### config.mk
export PLATFORM = sky130hd
export DESIGN_NAME = uart_bist
export DESIGN_NICKNAME = d
export VERILOG_FILES = /design/src/rtl/uart_bist_pkg.sv /design/src/rtl/uart_pattern_gen.sv /design/src/rtl/uart_bist.sv
export SDC_FILE = /design/constraint.sdc
export NUM_CORES = 1
export LEC_CHECK = 0
export CORE_ASPECT_RATIO = 0.7
export CORE_MARGIN = 3
export CORE_UTILIZATION = 35
export CTS_CLUSTER_SIZE = 28
export DETAILED_ROUTE_END_ITERATION = 10
export PLACE_DENSITY = 0.59
export SLEW_MARGIN = 15
export SYNTH_ARGS = -nofsm -noshare
export SYNTH_HDL_FRONTEND = slang
export SYNTH_SLANG_ARGS = --single-unit
### constraint.sdc
create_clock -name Clock -period 2.1 [get_ports Clock]
set_input_delay 0.315 -clock Clock [delete_from_list [all_inputs] [get_ports Clock]]
set_output_delay 0.315 -clock Clock [all_outputs]
set_load 0.02 [all_outputs]
### src/rtl/uart_bist_pkg.sv
// Shared types and the pattern next-value rule for the UART self-test sequencer.
package uart_bist_pkg;

    typedef enum logic [1:0] {StIdle, StFlush, StRun, StDone} state_e;

    typedef enum logic [1:0] {ModeConst, ModeInc, ModeRotl, ModeAlt} mode_e;

    localparam int unsigned MaxBits = 32;

    // Works on a MaxBits container; only the low `width` bits are meaningful.
    function automatic logic [MaxBits-1:0] pattern_next(input mode_e mode,
                                                        input logic [MaxBits-1:0] x,
                                                        input int unsigned width);
        logic [MaxBits-1:0] mask;
        logic [MaxBits-1:0] r;
        for (int unsigned i = 0; i < MaxBits; i++) begin
            mask[i] = (i < width);
        end
        case (mode)
            ModeConst: r = x;
            ModeInc:   r = x + MaxBits'(1);
            ModeRotl:  r = (x << 1) | ((x >> (width - 1)) & MaxBits'(1));
            ModeAlt:   r = ~x;
            default:   r = x;
        endcase
        return r & mask;
    endfunction

endpackage

### src/rtl/uart_pattern_gen.sv
// Byte-pattern generator: loads a seed, steps to the next value on advance.
module uart_pattern_gen
    import uart_bist_pkg::*;
#(
    parameter int unsigned DATA_BITS = 8
) (
    input  logic                 clk_i,
    input  logic                 rst_ni,
    input  logic                 load_i,
    input  logic                 advance_i,
    input  mode_e                mode_i,
    input  logic [DATA_BITS-1:0] seed_i,
    output logic [DATA_BITS-1:0] value_o
);

    logic [DATA_BITS-1:0] value_q, value_d, value_next;

    assign value_next = DATA_BITS'(pattern_next(mode_i, MaxBits'(value_q), DATA_BITS));

    always_comb begin
        value_d = value_q;
        if (load_i) begin
            value_d = seed_i;
        end else if (advance_i) begin
            value_d = value_next;
        end
    end

    always_ff @(posedge clk_i) begin
        if (!rst_ni) begin
            value_q <= '0;
        end else begin
            value_q <= value_d;
        end
    end

    assign value_o = value_q;

endmodule

### src/rtl/uart_bist.sv
// UART built-in self-test: flush RX, push a generated burst, check the looped-back bytes.
module uart_bist
    import uart_bist_pkg::*;
#(
    parameter int unsigned DATA_BITS      = 8,
    parameter int unsigned BURST_LEN      = 16,
    parameter int unsigned TIMEOUT_CYCLES = 2_000_000,
    localparam int unsigned CW            = $clog2(BURST_LEN + 1)
) (
    input  logic                 Clock,
    input  logic                 ResetN,
    input  logic                 Start,
    input  logic [1:0]           Mode,
    input  logic [DATA_BITS-1:0] Seed,
    output logic                 WriteUart,
    output logic [DATA_BITS-1:0] WriteData,
    input  logic                 TxFull,
    output logic                 ReadUart,
    input  logic [DATA_BITS-1:0] ReadData,
    input  logic                 RxEmpty,
    output logic                 Busy,
    output logic                 Done,
    output logic                 Pass,
    output logic                 Timeout,
    output logic [CW-1:0]        ErrCount,
    output logic [CW-1:0]        FirstErrIdx,
    output logic [DATA_BITS-1:0] LastRx
);

    localparam int unsigned TW = $clog2(TIMEOUT_CYCLES + 1);
    localparam logic [CW-1:0] BurstLen = CW'(BURST_LEN);
    localparam logic [TW-1:0] TimeoutMax = TW'(TIMEOUT_CYCLES);

    state_e               state_q, state_d;
    mode_e                mode_q, mode_d;
    logic [CW-1:0]        tx_sent_q, tx_sent_d;
    logic [CW-1:0]        rx_got_q, rx_got_d;
    logic [CW-1:0]        err_q, err_d;
    logic [CW-1:0]        first_q, first_d;
    logic [DATA_BITS-1:0] last_rx_q, last_rx_d;
    logic [TW-1:0]        tmo_q, tmo_d;
    logic                 pass_q, pass_d;
    logic                 timeout_q, timeout_d;
    logic                 wr_last_q, rd_last_q;
    logic                 wr_en, rd_en, rx_take, load;
    logic [DATA_BITS-1:0] tx_value, exp_value;

    uart_pattern_gen #(.DATA_BITS(DATA_BITS)) u_tx_gen (
        .clk_i    (Clock),
        .rst_ni   (ResetN),
        .load_i   (load),
        .advance_i(wr_en),
        .mode_i   (mode_q),
        .seed_i   (Seed),
        .value_o  (tx_value)
    );

    uart_pattern_gen #(.DATA_BITS(DATA_BITS)) u_exp_gen (
        .clk_i    (Clock),
        .rst_ni   (ResetN),
        .load_i   (load),
        .advance_i(rx_take),
        .mode_i   (mode_q),
        .seed_i   (Seed),
        .value_o  (exp_value)
    );

    always_comb begin
        state_d   = state_q;
        mode_d    = mode_q;
        tx_sent_d = tx_sent_q;
        rx_got_d  = rx_got_q;
        err_d     = err_q;
        first_d   = first_q;
        last_rx_d = last_rx_q;
        tmo_d     = tmo_q;
        pass_d    = pass_q;
        timeout_d = timeout_q;
        wr_en     = 1'b0;
        rd_en     = 1'b0;
        rx_take   = 1'b0;
        load      = 1'b0;
        case (state_q)
            StIdle, StDone: begin
                if (Start) begin
                    state_d   = StFlush;
                    mode_d    = mode_e'(Mode);
                    tx_sent_d = '0;
                    rx_got_d  = '0;
                    err_d     = '0;
                    first_d   = BurstLen;
                    tmo_d     = '0;
                    pass_d    = 1'b0;
                    timeout_d = 1'b0;
                    load      = 1'b1;
                end
            end
            StFlush: begin
                // Flags lag a pop by one cycle, so only trust RxEmpty on a quiet cycle.
                if (!rd_last_q) begin
                    if (!RxEmpty) begin
                        rd_en = 1'b1;
                    end else begin
                        state_d = StRun;
                        tmo_d   = '0;
                    end
                end
            end
            StRun: begin
                if (tx_sent_q < BurstLen && !TxFull && !wr_last_q) begin
                    wr_en     = 1'b1;
                    tx_sent_d = tx_sent_q + CW'(1);
                end
                tmo_d = tmo_q + TW'(1);
                if (!RxEmpty && !rd_last_q) begin
                    rd_en     = 1'b1;
                    rx_take   = 1'b1;
                    tmo_d     = '0;
                    last_rx_d = ReadData;
                    rx_got_d  = rx_got_q + CW'(1);
                    if (ReadData != exp_value) begin
                        if (err_q != '1) begin
                            err_d = err_q + CW'(1);
                        end
                        if (first_q == BurstLen) begin
                            first_d = rx_got_q;
                        end
                    end
                end
                if (rx_got_d == BurstLen) begin
                    state_d = StDone;
                    pass_d  = (err_d == '0);
                end else if (tmo_d == TimeoutMax) begin
                    state_d   = StDone;
                    timeout_d = 1'b1;
                end
            end
            default: state_d = StIdle;
        endcase
    end

    always_ff @(posedge Clock) begin
        if (!ResetN) begin
            state_q   <= StIdle;
            mode_q    <= ModeConst;
            tx_sent_q <= '0;
            rx_got_q  <= '0;
            err_q     <= '0;
            first_q   <= BurstLen;
            last_rx_q <= '0;
            tmo_q     <= '0;
            pass_q    <= 1'b0;
            timeout_q <= 1'b0;
            wr_last_q <= 1'b0;
            rd_last_q <= 1'b0;
        end else begin
            state_q   <= state_d;
            mode_q    <= mode_d;
            tx_sent_q <= tx_sent_d;
            rx_got_q  <= rx_got_d;
            err_q     <= err_d;
            first_q   <= first_d;
            last_rx_q <= last_rx_d;
            tmo_q     <= tmo_d;
            pass_q    <= pass_d;
            timeout_q <= timeout_d;
            wr_last_q <= wr_en;
            rd_last_q <= rd_en;
        end
    end

    // Strobes are gated by reset so nothing reaches the FIFOs while reset is held.
    assign WriteUart   = wr_en & ResetN;
    assign ReadUart    = rd_en & ResetN;
    assign WriteData   = tx_value;
    assign Busy        = (state_q == StFlush) || (state_q == StRun);
    assign Done        = (state_q == StDone);
    assign Pass        = pass_q;
    assign Timeout     = timeout_q;
    assign ErrCount    = err_q;
    assign FirstErrIdx = first_q;
    assign LastRx      = last_rx_q;

endmodule

Yosys cells after proc, flatten, opt, wreduce, memory -nomap -nowiden
Index checks and enable logic that the tools add are counted.

storage, ports and cells
  logic and storage cells = 125
  flip-flop bits (word level) = 73
  output and inout bits = 32

cells by class
  $lt $le $gt $ge = 1
  multiplexer cells = 49
  reduce and logical (&&, ||, !) cells = 26
  add/sub/neg operators = 6
  eq/ne operators = 23
  bitwise logic cells = 6

operators by type and width
  cell                   count
  $mux 21                5
  $pmux 8 s4             2
  $pmux 21 s3            1
  $mux 5                 12
  $pmux 5 s2             4
  $mux 8                 4
  $ne 2x2->1 const B     11
  $add 21x1->21 const B  1
  $eq 21x21->1 const B   1
  $add 8x1->8 const B    2
  $not 8->8              2
  $or 8x1->8             2
  $add 5x1->5 const B    3
  $mux 1                 12
  $eq 5x5->1 const B     2
  $mux 2                 5
  $reduce_and 2->1       5
  $reduce_and 3->1       3
  $eq 2x2->1 const B     4
  $ne 8x8->1             1
  $reduce_and 4->1       2
  $pmux 1 s2             3
  $pmux 2 s3             1
  $reduce_bool 2->1      3
  other kinds (12)       20

Depth between registers and ports, before layout
  depth in word-level cells = 8
  gate-level depth with buffers = 12

Hierarchy
From an unflattened synthesis, not the netlist that was laid out.

unflattened totals
  cell total of the unflattened synthesis = 588
  area total of the unflattened synthesis = 4518.1 µm²

by module, submodules not included
  module            area each (µm²)  sequential area each (µm²)  cells each  instances
  uart_bist         3186.8           1141.1                      414         1
  uart_pattern_gen  665.6            160.2                       87          2

Worst setup path before layout
Ideal clock, no wire load.

  path type = register to register
  start = reg state_q[0]
  end = reg tmo_q[3]
  setup slack = -0.020 ns
  arrival = 2.050 ns
  library setup time = 0.070 ns
  clock period less this slack = 2.120 ns
  stages on the path, launching flop included = 8
  data required time = 2.030 ns
  cell sequence = dfxtp_1 -> inv_1 -> ha_1 -> nor2b_1 -> nor2_2 -> nand3_1 -> or4b_2 -> a21oi_1

on the way
  word-level cells in the longest chain between the ends = 4

RTL lines
  item                                           line              source
  from (decl)                                    uart_bist.sv:34   state_e state_q, state_d;
  from (signal assigned)                         uart_bist.sv:144  state_q <= StIdle;
  from (signal assigned)                         uart_bist.sv:157  state_q <= state_d;
  $eq 2x2->1 or $logic_not 2->1 (tied branches)  uart_bist.sv:83   case (state_q)
  $reduce_or 2->1                                uart_bist.sv:83
  $ne 2x2->1 (no source line)                    -
  $reduce_and 3->1 (no source line)              -
  to (signal assigned)                           uart_bist.sv:164  tmo_q <= tmo_d;
  to (decl)                                      uart_bist.sv:41   logic [TW-1:0] tmo_q, tmo_d;

Parallel ways exist; a longest one is shown, timed or not.
A chain may end at the register's enable or synchronous reset.

Final worst setup path
  start = reg tmo_q[0]
  end = reg state_q[0]

on the way
  word-level cells in the longest chain between the ends = 6

RTL lines
  item                               line              source
  $add 21x1->21                      uart_bist.sv:114  tmo_d = tmo_q + TW'(1);
  $mux 21                            uart_bist.sv:115  if (!RxEmpty && !rd_last_q) begin
  $mux 21                            uart_bist.sv:83
  $eq 21x21->1                       uart_bist.sv:133  end else if (tmo_d == TimeoutMax) begin
  $ne 3x3->1 (no source line)        -
  $reduce_and 4->1 (no source line)  -

No other way between the ends. The select of a mux whose other input is x is not followed.

==> impl_metrics.tcl <==
set metrics [dict create \
    hold-path-endpoint "LastRx[3]" \
    synthFlopType "sky130_fd_sc_hd__dfxtp_1" \
    number_of_h_tree_branching_levels 3 \
    worst_ir_drop_vdd_mv 0.4369 \
    insertedDiodeCount 0 \
    detail_route.first_pass.iterations 6 \
    drtIter0Drc 493 \
    vias_per_cell 5.537 \
    synth-compound-area-share_pct 24.78 \
    power_leakage_nw 2.304 \
    synth_simple_gate_area_share_pct 28.72 \
    timing.critical_path.arrival_ns 2.25 \
    dp_hpwl_um 10200 \
    worst_tran_pin_value_ns 0.6542 \
    critical_path.endpoint_type "register" \
    grt_max_degree 57 \
    detail_route.wirelength_um 14130 \
    netSwitchingFraction_pct 36.24 \
    synth.distinct_cells 70 \
    synth.mux.area_fraction_pct 1.406 \
    critical_path.max_stage_delay_ns 0.33 \
    switching_power_mw 2.096 \
    crit_buf_inv 1 \
    netlist_area_um2 4448 \
    drive_above_1_share_pct 20.65 \
    fin_nets 739 \
    synth_edf_count 0 \
    max_freq_ghz 0.4925 \
    buffer_cell_driving_the_clock_tree_root "sky130_fd_sc_hd__clkbuf_16" \
    boundaryPins 55 \
    cts_tree "done" \
    cts_sinks 73 \
    power.share.clock_pct 30.9 \
    ant_nets 0 \
    number_of_antenna_violations_at_the_first_check_in_global_routing 0 \
    internal-power_mw 3.687 \
    r2r_slack_ns 0.07 \
    rsz0062_at_grt "yes" \
    rows 33 \
    worst_setup_hold_path_clk_slew_ns 0.06 \
    grt_first_pass_wirelength_um 22470 \
    p_per_area_nw_per_um2 950.1 \
    p_total_mw 5.783 \
    path_class "reg2reg" \
    critPathLaunchType "register" \
    drt_drc_violations_left 0 \
    timing.critical_path.fanout_max 7 \
    floorplan.die_area_um2 14120 \
    flow.area_growth_from_synthesis_pct 36.85 \
    setup_tns_ns 0 \
    synth.ff_latch_count 73 \
    initial_core_util_pct 36.89 \
    synthesis.nets 627 \
    min-delay-path-class "reg2reg" \
    die_w_um 140.7 \
    fin_worst_hold_slack_ns 0.4598 \
    p_comb_share_pct 37.1 \
    timing.reg2reg.worst_path_depth 9 \
    die_y_um 100.3 \
    maxSlewViolCount 0 \
    number_of_cts_inserted_buffers 9 \
    grt_pass1_vias 4300 \
    main_combinational_cell_family_by_area_after_synthesis "simple AND/OR/NAND/NOR gates" \
    cts.path.max_buffers 2 \
    setup_viol 0 \
    yosys_warnings 0 \
    synth_area_per_cell_um2 7.476 \
    hold_path.startpoint "LastRx[3]" \
    crit_family "simple AND/OR/NAND/NOR gates" \
    critical_path.reg2reg.startpoint "tmo_q[0]" \
    power.sequential.fraction_pct 32.0 \
    netlist_instances 595 \
    r2r-end "state_q[0]" \
    numPortBuffers 54 \
    yosys.area_share.adder_pct 2.532 \
    design.core.area_um2 12060 \
    clkLatencyLatePin_ns 0.34 \
    final_core_util_pct 50.49 \
    vias 4812 \
    post_synth_xor_area_fraction_pct 4.501 \
    skew_ns 0.005570 \
    overflow 0 \
    track_usage_pct 19.76 \
    gpl.final_weighted_congestion 0.9421 \
    avgRoutedWirePerCell_um 16.25 \
    worst-endpoint-required_ns 2.32 \
    seq_area_frac_synth_pct 32.86 \
    maxSlewHeadroom_pct 56.39 \
    cap_violations 0 \
    asyncSetResetFlopFracSynth_pct 0 \
    layout_worst_path_cycle_share_pct 96.70 \
    finalWorstPathRequiredPeriod_ns 2.031 \
    cp_slowest_cell "sky130_fd_sc_hd__dfxtp_2" \
    cp_cell_sequence "ha_4, buf_4, nand3_1, xor2_1, a22oi_1, nor3_1, nand4_1, a2bb2oi_2, mux2i_1" \
    final_hold_viol_count 0 \
    hold-path-cell-count 2 \
    outcome "complete, no violations" \
]
cells in the mapped netlist (all sizes together) (10+ instances only):
library cell / number / share of area, %
a21oi: 58 / 6.6
a22oi: 10 / 1.7
a31oi: 14 / 2.0
buf: 15 / 2.2
clkbuf: 25 / 2.2
dfxtp: 73 / 33
inv: 10 / 0.84
nand2: 87 / 7.3
nand3: 17 / 2.2
nand4: 15 / 2.9
nor2: 72 / 6.2
nor3: 19 / 2.4
o21ai: 57 / 6.4
xnor2: 16 / 3.3
cell usage in the layout, fill, tap and decap left out, types with 4 or more instances in the layout:
cell and instances:
sky130_fd_sc_hd__nand2_1 86, sky130_fd_sc_hd__buf_4 84, sky130_fd_sc_hd__nor2_1 67, sky130_fd_sc_hd__dfxtp_1 64, sky130_fd_sc_hd__a21oi_1 57, sky130_fd_sc_hd__o21ai_0 55, sky130_fd_sc_hd__clkdlybuf4s50_1 51, sky130_fd_sc_hd__nor3_1 16
sky130_fd_sc_hd__xnor2_1 15, sky130_fd_sc_hd__nand3_1 14, sky130_fd_sc_hd__a31oi_1 14, sky130_fd_sc_hd__nand4_1 12, sky130_fd_sc_hd__inv_1 10, sky130_fd_sc_hd__a22oi_1 10, sky130_fd_sc_hd__clkbuf_16 9, sky130_fd_sc_hd__dfxtp_2 9
sky130_fd_sc_hd__ha_1 8, sky130_fd_sc_hd__nand2b_1 6, sky130_fd_sc_hd__xor2_1 6, sky130_fd_sc_hd__a311oi_1 6, sky130_fd_sc_hd__nor2_2 5, sky130_fd_sc_hd__o2111ai_1 5, sky130_fd_sc_hd__and3_1 5, sky130_fd_sc_hd__nor3b_1 5
sky130_fd_sc_hd__nor2b_1 4, sky130_fd_sc_hd__nand3b_1 4, sky130_fd_sc_hd__nor4_1 4, sky130_fd_sc_hd__mux2i_1 4, sky130_fd_sc_hd__o31ai_1 4
flip-flops by register name, summed over array words and instances, names as in the netlist, 2 cells and up:
register and count:
ErrCount 5, FirstErrIdx 5, LastRx 8, mode_q 2, rx_got_q 5, state_q 2, tmo_q 21, tx_sent_q 5
u_exp_gen.value_o 8, u_tx_gen.value_o 8
metrics by stage:
stage / cells / area [um2] / setup WS (ns)
3_3_place_gp: 849 / 5649 / -0.1567
6_report: 869 / 6087 / 0.06936
5_1_grt: 869 / 6087 / -0.02074
2_1_floorplan: 595 / 4458 / 0.01722
3_5_place_dp: 849 / 5649 / -0.1657
4_1_cts: 865 / 5989 / 0.005152
how the worst max path moves through the flow:
stage / startpoint / to / slack [ns] / depth (start not counted)
floorplan: state_q[0] / tmo_q[3] / 0.02 / 7
global placement: TxFull / WriteUart / -0.16 / 5
detailed placement: RxEmpty / state_q[0] / -0.17 / 10
CTS: tmo_q[0] / state_q[0] / 0.005 / 8
global route: tmo_q[4] / Timeout / -0.02 / 7
finish: tmo_q[0] / state_q[0] / 0.07 / 9
kinds of logic after synthesis:
| kind of cell | count (synthesis) |
|---|---|
| buffers and inverters | 50 |
| adder cells (fa/ha/maj) | 9 |
| flip-flops | 73 |
| AND/OR/NAND/NOR | 256 |
| multiplexers | 6 |
| XOR/XNOR | 22 |
| AO/OA/AOI/OAI | 179 |
layout make-up:
type / instances / area (um2)
sequential: 73 / 1473
clock buffer: 9 / 225.2
tap: 157 / 196.4
clock inverter: 7 / 118.9
multi-input combinational: 472 / 2821
fill: 1159 / 5969
inverter: 10 / 37.54
timing repair buffer: 141 / 1215
routing by layer:
metal / GRT usage (%) / up-vias / wire length, um
li1: - / 2368 / -
met1: 29.91 / 2245 / 7198
met2: 28.31 / 185 / 5739
met3: 4.381 / 14 / 1020
met4: 4.765 / 0 / 167
met5: 0 / - / 0
timing repair:
action                                  CTS  global route
hold buffers                              0             0
pin swaps                                 0             8
resized for setup                         3            25
endpoints found under the setup margin    3            11
cloned                                    0             0
hold endpoints to repair                  0             0
setup buffers                             0             4
power groups by stage:
stage	Clock (mW)	Sequential (mW)	Combinational (mW)
5_1_grt	1.88	1.88	2.35
3_3_place_gp	0	1.85	2.07
2_1_floorplan	0	1.85	1.16
4_1_cts	1.83	1.83	2.12
3_5_place_dp	0	1.86	2.11
6_report	1.79	1.85	2.15
tightest hold or removal path, stage by stage, from the launching register on:
cell                      delay [ns]
sky130_fd_sc_hd__dfxtp_1        0.31
sky130_fd_sc_hd__nand2_1        0.05
sky130_fd_sc_hd__a21oi_1        0.05
Power figures use the tool's default switching activity.
